### config.mk
export PLATFORM = sky130hd
export DESIGN_NAME = seq_restoring_divider
export DESIGN_NICKNAME = d
export VERILOG_FILES = /design/src/rtl/seq_restoring_divider.sv
export SDC_FILE = /design/constraint.sdc
export NUM_CORES = 1
export LEC_CHECK = 0
export CAP_MARGIN = 20
export CORE_MARGIN = 4
export CORE_UTILIZATION = 50
export DETAILED_ROUTE_END_ITERATION = 10
export GPL_TIMING_DRIVEN = 0
export PLACE_DENSITY = 0.84
export SLEW_MARGIN = 20
export SYNTH_ARGS = -nofsm -noshare
export SYNTH_HDL_FRONTEND = slang
export SYNTH_SLANG_ARGS = --single-unit
### constraint.sdc
create_clock -name clk -period 3.1 [get_ports clk]
set_input_delay 0.62 -clock clk [delete_from_list [all_inputs] [get_ports clk]]
set_output_delay 0.62 -clock clk [all_outputs]
set_load 0.005 [all_outputs]
### src/rtl/seq_restoring_divider.sv
// seq_restoring_divider
//   Multi-cycle unsigned restoring divider, one quotient bit per clock.
//   Each step subtracts the divisor by adding its one's complement with a
//   carry-in of 1, the same add/subtract scheme as the ripple adder/subtractor.
//
// Ports
//   clk          system clock, rising edge
//   rst_n        asynchronous active-low reset
//   start        request, sampled on rising edge in IDLE or DONE
//   dividend     unsigned dividend, latched on accepted start
//   divisor      unsigned divisor, latched on accepted start
//   busy         high while iterating (RUN)
//   done         one-cycle pulse, results valid
//   quotient     registered quotient (all ones on divide by zero)
//   remainder    registered remainder (dividend on divide by zero)
//   div_by_zero  registered flag for the last completed operation
module seq_restoring_divider #(
    parameter int WIDTH = 4
) (
    input  logic             clk,
    input  logic             rst_n,
    input  logic             start,
    input  logic [WIDTH-1:0] dividend,
    input  logic [WIDTH-1:0] divisor,
    output logic             busy,
    output logic             done,
    output logic [WIDTH-1:0] quotient,
    output logic [WIDTH-1:0] remainder,
    output logic             div_by_zero
);

    localparam int             CW   = $clog2(WIDTH);
    localparam logic [CW-1:0]  LAST = CW'(WIDTH - 1);

    typedef enum logic [1:0] {S_IDLE, S_RUN, S_DONE} state_t;

    state_t           r_state;
    logic [WIDTH:0]   r_rem;      // partial remainder, one guard bit
    logic [WIDTH-1:0] r_q;        // dividend shifting out, quotient shifting in
    logic [WIDTH-1:0] r_div;
    logic [CW-1:0]    r_cnt;
    logic             r_busy;
    logic             r_done;
    logic [WIDTH-1:0] r_quot;
    logic [WIDTH-1:0] r_remo;
    logic             r_dbz;

    logic [WIDTH:0]   w_r_sh;
    logic [WIDTH-1:0] w_q_sh;
    logic [WIDTH:0]   w_t;
    logic [WIDTH:0]   w_r_next;
    logic [WIDTH-1:0] w_q_next;

    // Shift {R,Q} left by one, then trial-subtract D via one's complement + 1.
    // The partial remainder is always below D, so the shifted value is below
    // 2*D and bit WIDTH of the trial result is a clean borrow indicator.
    always_comb begin
        w_r_sh   = {r_rem[WIDTH-1:0], r_q[WIDTH-1]};
        w_q_sh   = {r_q[WIDTH-2:0], 1'b0};
        w_t      = w_r_sh + ~{1'b0, r_div} + {{WIDTH{1'b0}}, 1'b1};
        w_r_next = w_t[WIDTH] ? w_r_sh : w_t;
        w_q_next = {w_q_sh[WIDTH-1:1], ~w_t[WIDTH]};
    end

    always_ff @(posedge clk or negedge rst_n) begin
        if (!rst_n) begin
            r_state <= S_IDLE;
            r_rem   <= '0;
            r_q     <= '0;
            r_div   <= '0;
            r_cnt   <= '0;
            r_busy  <= 1'b0;
            r_done  <= 1'b0;
            r_quot  <= '0;
            r_remo  <= '0;
            r_dbz   <= 1'b0;
        end else begin
            case (r_state)
                S_RUN: begin
                    r_rem <= w_r_next;
                    r_q   <= w_q_next;
                    r_cnt <= r_cnt + CW'(1);
                    if (r_cnt == LAST) begin
                        r_quot  <= w_q_next;
                        r_remo  <= w_r_next[WIDTH-1:0];
                        r_dbz   <= 1'b0;
                        r_busy  <= 1'b0;
                        r_done  <= 1'b1;
                        r_state <= S_DONE;
                    end
                end
                default: begin
                    // IDLE and DONE accept a new request identically, which
                    // gives back-to-back operation out of DONE.
                    r_done <= 1'b0;
                    r_busy <= 1'b0;
                    if (start) begin
                        if (divisor == '0) begin
                            r_quot  <= '1;
                            r_remo  <= dividend;
                            r_dbz   <= 1'b1;
                            r_done  <= 1'b1;
                            r_state <= S_DONE;
                        end else begin
                            r_div   <= divisor;
                            r_q     <= dividend;
                            r_rem   <= '0;
                            r_cnt   <= '0;
                            r_busy  <= 1'b1;
                            r_state <= S_RUN;
                        end
                    end else begin
                        r_state <= S_IDLE;
                    end
                end
            endcase
        end
    end

    assign busy        = r_busy;
    assign done        = r_done;
    assign quotient    = r_quot;
    assign remainder   = r_remo;
    assign div_by_zero = r_dbz;

endmodule
==> flow_summary.ini <==
[floorplanning]
coreArea_sq_um = 2545
die_area_sq_um = 3636
die_w_microns = 60.30
initial_core_util = 0.5374
row_count = 18
die_h_microns = 60.30
ioPinCount = 22

[status]
status = complete, no violations

[clock_network]
post_cts_resized = 0
clock-root-buffer = clkbuf_4
cts.sinks = 25
tritoncts = done
path_clk_slew_ns = 0.15
ctsHoldBuffers = 0
postCtsSetupBuffers = 0
ctsLongestPathBuffers = 2
htreeDepth = 1
clk_latency_ns = 0.35
cts_buffers = 3

[critical_path]
end_kind = flip-flop
critical_path_class = reg2reg
crit_path_max_fanout = 8
cp_data_required_time_ns = 3.37
rr_startpoint = r_q[3]
cp-start-kind = flip-flop
worstPathArrival_ns = 2.62
r2r_slack_ns = 0.75
reg2regPathDepth = 8
r2r-end = remainder[3]

[detailed_routing]
drtAntennaViolNets = 0
wl_per_cell_microns = 16.11
drcViolationCount = 0
wl_met1_microns = 1277
wl_met3_microns = 126
totalWireLength_microns = 3094
drt_iter0_drc = 17
routed.top_layer = met4
via_per_inst = 5.729
firstDrtPassIters = 4
met2WireLength_microns = 1572
vias = 1100

[cells_and_area]
final_cells = 192
drive_gt1_frac = 0.1481
layout_commonest_cell = dfrtp_1
diodes = 0
area_growth_pct = 19.94
fillCellCount = 200
fin_util = 0.6445
final_cell_mix = dfrtp_1 (25), clkdlybuf4s50_1 (20), nand2_1 (17)
nets = 180

[sta]
fin_crit_ns = 2.350
final-max-slew-violation-count = 0
max_slew_margin = 0.6229
setup_tns_ns = 0
hold_violations = 0
max_freq_mhz = 425.6
finalCritPeriodShare = 0.7579
clock_skew_ns = 0.01411
rsz0062_at_grt = false
worstMarginPinSlew_ns = 0.5657
finalWorstSetupSlack_ns = 0.7505
setup_violations = 0

[grt]
grt_max_degree = 26
track_usage = 0.2008
gr-total-overflow = 0
antenna_found_initial = 0
grt_pass1_wl_microns = 5326
grt_pass1_vias = 1172

[flow_run]
drv_cap = 0

[synth]
syn_area_sq_um = 1368
synth_area_leaders = dfrtp_1 (46%), nand2_1 (4.7%), ha_1 (4.6%)
syn_nets = 154
synth_cell_types = 42
synth-seq-cells = 25
synth_top_area_frac = 0.4575
syn_inst = 137
syn-mean-instance-area_sq_um = 9.982
synth_edf_count = 0
async_flop_share = 1.000
synth_top_area_cell = dfrtp_1
synth_warnings = 0
ys_seq_area_frac = 0.4575
synth_ff_type = dfrtp_1

[worst_hold_path]
hold_class = in2async

[placement]
pre_cts_ws_ns = 0.7559
portBuffers = 21
hpwl_microns = 2378
post-place-cells = 188
gp_congestion = 0.8274

[power_and_ir_drop]
powerDensity_nw_per_um2 = 1156
power_mw = 1.897
ir_drop_mv = 0.6527
power.leakage_nw = 0.7229
[final cells by class]
cell class	instances	area (sq um)	share of cell area
well taps	30	37.54	0.02288
plain buffers	7	47.55	0.02899
inverters	5	18.77	0.01144
clock buffers	3	22.52	0.01373
multi-input cells	100	675.6	0.4119
repair buffers	21	205.2	0.1251
flip-flops and latches	25	625.6	0.3814
clock inverters	1	7.507	0.004577
[synthesized netlist by cell type, types with 2 or more instances]
library cell,count
inv_1,5
a211o_1,2
nor2_2,2
xnor2_1,2
a41oi_1,2
a21oi_1,8
and3_1,3
buf_2,2
buf_4,3
dfrtp_1,25
nand2_1,17
nand3_1,6
nor3_1,2
mux2i_1,3
nor2_1,12
ha_1,5
o21ai_0,8
nand2b_1,6
[worst max-delay path by stage]
stage | start | to | depth (start not counted)
detailed placement | divisor[2] | r_q[0] | 7
floorplan | r_q[3] | remainder[3] | 8
CTS | r_q[3] | remainder[3] | 8
global route | r_q[3] | remainder[3] | 8
global placement | divisor[3] | r_q[0] | 7
finish | r_q[3] | remainder[3] | 8
[sequential cells by signal, summed over array words and instances (netlist names)]
name	count
quotient	4
r_div	4
r_q	4
r_rem	4
remainder	4
r_cnt	2
r_state	2
div_by_zero	1
[metal layers]
metal  vias up  track usage
met5         -            0
met4         0       0.1266
met3        12      0.03672
met2        31       0.3349
met1       533       0.2371
li1        524            -
[cell families (layout without fill, tap and decap cells)]
logic type	Yosys count	after routing	share of synthesized area
and+or+nand+nor	56	56	0.2104
DFF	25	25	0.4575
xor gates and xnor gates	3	3	0.01922
muxes	5	5	0.04117
buffers and inverters	12	37	0.04849
AOI/OAI and AO/OA	30	30	0.1629
adders and majority gates	6	6	0.06038
[worst max-delay path, cell delays in order, from the launching register on]
cell,delay (ns)
dfrtp_1,0.41
inv_1,0.09
ha_1,0.23
fa_1,0.41
nand2b_2,0.22
a21oi_4,0.26
xnor2_1,0.28
nand2_1,0.18
a41oi_2,0.22
[through the flow]
step                      cell area (sq um)  hold slack [ns]
after detailed placement               1615           0.4629
after CTS                              1645           0.5070
after global placement                 1615           0.4654
after global routing                   1640           0.2626
final                                  1640           0.2369
after floorplan                        1368           0.3244
[power breakdown]
| group | internal (mW) | switching [mW] | leakage [nW] |
|---|---|---|---|
| combinational | 0.544 | 0.605 | 0.416 |
| clock | 0.0497 | 0.110 | 0.0139 |
| sequential | 0.481 | 0.107 | 0.293 |
| total | 1.07 | 0.822 | 0.723 |
(Power assumes the default switching activity.)
